===== config.mk =====
export PLATFORM = sky130hd
export DESIGN_NAME = reg_hazard_scoreboard
export DESIGN_NICKNAME = d
export VERILOG_FILES = /design/src/rtl/reg_hazard_scoreboard.sv
export SDC_FILE = /design/constraint.sdc
export NUM_CORES = 1
export LEC_CHECK = 0
export ABC_AREA = 1
export CORE_UTILIZATION = 25
export DETAILED_ROUTE_END_ITERATION = 16
export DONT_BUFFER_PORTS = 1
export PLACE_DENSITY = 0.42
export RECOVER_POWER = 100
export SYNTH_ARGS = -nofsm -noshare
export SYNTH_HDL_FRONTEND = slang
export SYNTH_SLANG_ARGS = --single-unit

===== constraint.sdc =====
create_clock -name clk -period 3.1 [get_ports clk]
set_input_delay 0.93 -clock clk [delete_from_list [all_inputs] [get_ports clk]]
set_output_delay 0.93 -clock clk [all_outputs]
set_load 0.01 [all_outputs]

===== src/rtl/reg_hazard_scoreboard.sv =====
// Register write-pending scoreboard: blocks issue on RAW/WAW hazards and counts stalled cycles.
// Define SCOREBOARD_WB_BYPASS_EN to let a same-cycle writeback resolve a hazard immediately.
module reg_hazard_scoreboard #(
    parameter int NUM_REGS    = 32,
    parameter int REG_ADDR_W  = 5,
    parameter int STALL_CNT_W = 16
) (
    input  logic                   clk,
    input  logic                   rst_n,
    input  logic                   issue_valid,
    input  logic [REG_ADDR_W-1:0]  issue_rs1,
    input  logic [REG_ADDR_W-1:0]  issue_rs2,
    input  logic [REG_ADDR_W-1:0]  issue_rd,
    input  logic                   issue_rd_we,
    output logic                   issue_ready,
    input  logic                   wb_valid,
    input  logic [REG_ADDR_W-1:0]  wb_rd,
    input  logic                   flush,
    output logic [NUM_REGS-1:0]    pending_mask,
    output logic                   wb_err,
    output logic [STALL_CNT_W-1:0] stall_count
);

    localparam int DEPTH = 1 << REG_ADDR_W;

    // Index space padded to the full address range so out-of-range indices read as idle x0
    logic [DEPTH-1:0]    pend_ext;
    logic [DEPTH-1:0]    in_range;
    logic [DEPTH-1:0]    bypass;
    logic [DEPTH-1:0]    eff_pend;
    logic [DEPTH-1:0]    ext_next;
    logic [NUM_REGS-1:0] mask_next;
    logic                hazard;
    logic                accept;
    logic                wb_err_next;

    always_comb begin
        pend_ext                 = '0;
        pend_ext[NUM_REGS-1:0]   = pending_mask;
        in_range                 = '0;
        in_range[NUM_REGS-1:1]   = '1;
    end

`ifdef SCOREBOARD_WB_BYPASS_EN
    always_comb begin
        bypass = '0;
        if (wb_valid && !flush) bypass[wb_rd] = 1'b1;
    end
`else
    always_comb bypass = '0;
`endif

    always_comb begin
        eff_pend    = pend_ext & ~bypass;
        hazard      = eff_pend[issue_rs1] | eff_pend[issue_rs2] | (issue_rd_we & eff_pend[issue_rd]);
        issue_ready = !hazard && !flush;
        accept      = issue_valid && issue_ready;
    end

    // Clear is applied before set so an issue to rd wins over a writeback of rd
    always_comb begin
        ext_next    = pend_ext;
        wb_err_next = 1'b0;
        if (flush) begin
            ext_next = '0;
        end else begin
            if (wb_valid) begin
                ext_next[wb_rd] = 1'b0;
                wb_err_next     = in_range[wb_rd] && !pend_ext[wb_rd];
            end
            if (accept && issue_rd_we) ext_next[issue_rd] = 1'b1;
        end
        ext_next[0] = 1'b0;
        mask_next   = ext_next[NUM_REGS-1:0];
    end

    always_ff @(posedge clk or negedge rst_n) begin
        if (!rst_n) begin
            pending_mask <= '0;
            wb_err       <= 1'b0;
            stall_count  <= '0;
        end else begin
            pending_mask <= mask_next;
            wb_err       <= wb_err_next;
            if (issue_valid && !issue_ready && stall_count != '1)
                stall_count <= stall_count + 1'b1;
        end
    end

endmodule


==> results by group <==
Outcome
  • Status: finished, final reports clean

Layout
  • Antenna Cells: 0
  • Most frequent cells in the layout: nand2_1, inv_1, a21oi_1
  • Post-layout util: 28.40%
  • Final #Nets: roughly 760
  • Layout cells sized above 1: under 10%
  • Area delta synth->final: 9.499%
  • Commonest non-fill, non-tap cell in the layout: nand2_1
  • Final Cell Area: between 4000 and 5000 um^2

CTS
  • CTS tree: yes
  • Clock Tree Buf Depth: 2
  • H-tree levels: 2
  • Root Driver: clkbuf_16
  • Worst-path clk slew: 0.07 ns
  • Clk_lat worst skew: 0.30 ns
  • Clock Sinks: 48
  • Total CTS buffers: 5

Yosys
  • Synthesized instance count: approximately 740
  • Area share of the leading cell type in the synthesized netlist: 27.63%
  • Synth top area cells: dfrtp_1, nand2_1, inv_1
  • Largest area contributor in the netlist: dfrtp_1
  • Register bit count reported by yosys: between 40 and 50
  • Post-synthesis sequential area ratio: 27.63%
  • Mapped Nets: 766
  • Synth cell types: 28
  • Synthesis Warnings: 0
  • Post-Syn Area per Cell: approximately 5.9 um^2
  • Netlist Area Pre-Place: about 4300 um^2

Pwr
  • Clock power frac: 36.5%
  • Comb pwr share: 22.1%
  • Post-layout power: 1834 uW
  • Peak supply drop: between 0.2 and 0.25 mV
  • Leakage: 0.002407 uW
  • Flop pwr share: between 40% and 50%
  • Power per cell area: 385.3 nW/um^2
  • Switching pwr: approximately 620 uW
  • Int Pwr: 1211 uW
  • Net Sw Frac: 33.96%

STA
  • Minimum clock period: 2.951 ns
  • Final Hold Fails: 0
  • Fmax achieved: 338.9 MHz
  • Setup TNS: 0 ns
  • Max-slew violations: 0
  • Unrepaired setup endpoints after global routing: no
  • Slew headroom: between 30% and 40%
  • Least-Margin Pin Slew: 0.9155 ns
  • Final worst-path cycle share: a little over nine tenths
  • Setup violations, final: 0
  • Final setup skew: approximately 0.0052 ns

Worst setup path
  • Startpoint types: input port
  • Signal arrival time at the worst endpoint: about 2 ns
  • Critical path endpoint category: primary output
  • Setup CP Type: in2out
  • Worst Path Max Fanout: 17
  • Worst path required time: approximately 2.2 ns

Global route
  • Gr usage total: between 10% and 20%
  • First-pass GRT wire length: between 20000 and 30000 um
  • Final global-route overflow total: 0
  • Vias in the first global route: 4598
  • Initial antenna violation count: 0
  • Largest net degree at the start of global routing: 49

Die
  • Die height: 133.9 um
  • Num rows: 47
  • Core area: roughly 17000 um^2
  • Initial Util: 25.94%
  • Total die area: approximately 18000 um^2
  • Boundary Pins: between 70 and 80
  • Chip width: 133.9 um

Drt
  • Routed vias/inst: between 5 and 6
  • Via count: around 5000
  • Total wire length: approximately 17000 um
  • DR iter-0 viols: 394
  • Post-route ant nets: 0
  • WL/cell: 17.87 um
  • DRC viols: 0
  • Drt pass-1 iters: 5

Placement
  • Gpl congestion: 0.8984
  • Port Buf Inserts: 0
  • Placed cell areas: 4599 um^2
  • DP HPWL: 12750 um

Worst hold path
  • Type of the tightest min-delay check: in2async

Job
  • Max Cap Viol: 0
[final cells by class]
| cell class | instances | area (um^2) |
|---|---|---|
| fill | 1911 | 12000 |
| multi-input combinational | 563 | 2580 |
| sequential | 48 | 1201 |
| inverter | 94 | 355.3 |
| tap | 220 | 275.3 |
| timing repair buffer | 24 | 170.2 |
| clock buffer | 6 | 138.9 |
| clock inverter | 2 | 38.79 |
[synth_stat cells (all sizes together)]
master,count
nand3,57
nor2,56
nand2,269
ha,1
o21ai,17
nor3,20
o22ai,7
o211ai,3
dfrtp,48
buf,22
inv,94
or2,1
xor2,9
a21oi,65
clkbuf,12
nand4,52
o31ai,1
conb,1
xnor2,4
[worst paths after layout]
kind                                  from          endpoint  slack, ns  depth (start not counted)
setup / recovery              issue_rs1[0]       issue_ready       0.15                         11
hold / removal                       rst_n  pending_mask[22]       0.32                          0
setup reg to reg           pending_mask[6]  pending_mask[26]       0.42                         16
hold reg to reg            stall_count[15]   stall_count[15]       0.60                          2
max in group asynchronous            rst_n  pending_mask[15]       2.67                          0
min in group clk           stall_count[15]   stall_count[15]       0.60                          2
[flip-flops by register name, indices dropped and copies added, names as in the netlist]
register,cells
pending_mask,31
wb_err,1
stall_count,16
[cell families (layout without fill, tap and decap cells)]
group / count (synthesis) / count (layout) / synth area share, %
DFF: 48 / 48 / 27.63
xor gates and xnor gates: 13 / 13 / 2.619
buffers and inverters: 128 / 126 / 12.78
AOI/OAI and AO/OA: 93 / 93 / 11.40
other: 1 / 1 / 0.08627
adders and majority gates: 1 / 1 / 0.2878
and+or+nand+nor: 455 / 455 / 45.19
[routing by layer]
layer | GRT usage [%] | wire, um | vias up
met4 | 5.303 | 262 | 0
li1 | - | - | 2392
met5 | 0 | 0 | -
met1 | 27.96 | 8112 | 2290
met2 | 29.53 | 7388 | 194
met3 | 4.573 | 1334 | 18
[stage by stage]
step	hold WS (ns)	cells	worst slack (ns)
2_1_floorplan	0.5253	739	0.007773
3_3_place_gp	0.5805	949	0.1274
3_5_place_dp	0.5908	949	0.1121
4_1_cts	0.3064	957	0.1104
5_1_grt	0.2986	957	0.02761
6_report	0.3187	957	0.1491
[critical path, stage by stage]
cell and delay (ns):
inv_2 0.16, nand2_1 0.08, nand3_1 0.08, nand2_1 0.07
nand2_1 0.06, nand3_1 0.08, nand3_1 0.14, nand2_1 0.11
nor2_4 0.16, nand2_4 0.07, inv_2 0.07
[power by group through the flow]
stage                     Combinational (uW)  Clock [uW]  Sequential [uW]
after floorplan                          331           0              750
after global placement                   401           0              771
after detailed placement                 401           0              772
after CTS                                404         697              760
after global routing                     459         717              770
final                                    405         670              759
[timing repair]
item	CTS	global route
resized for setup	0	2
setup endpoints to repair	0	1
hold buffers	0	0
buffers inserted	0	0
No activity file was read; power rests on OpenSTA's default activity.
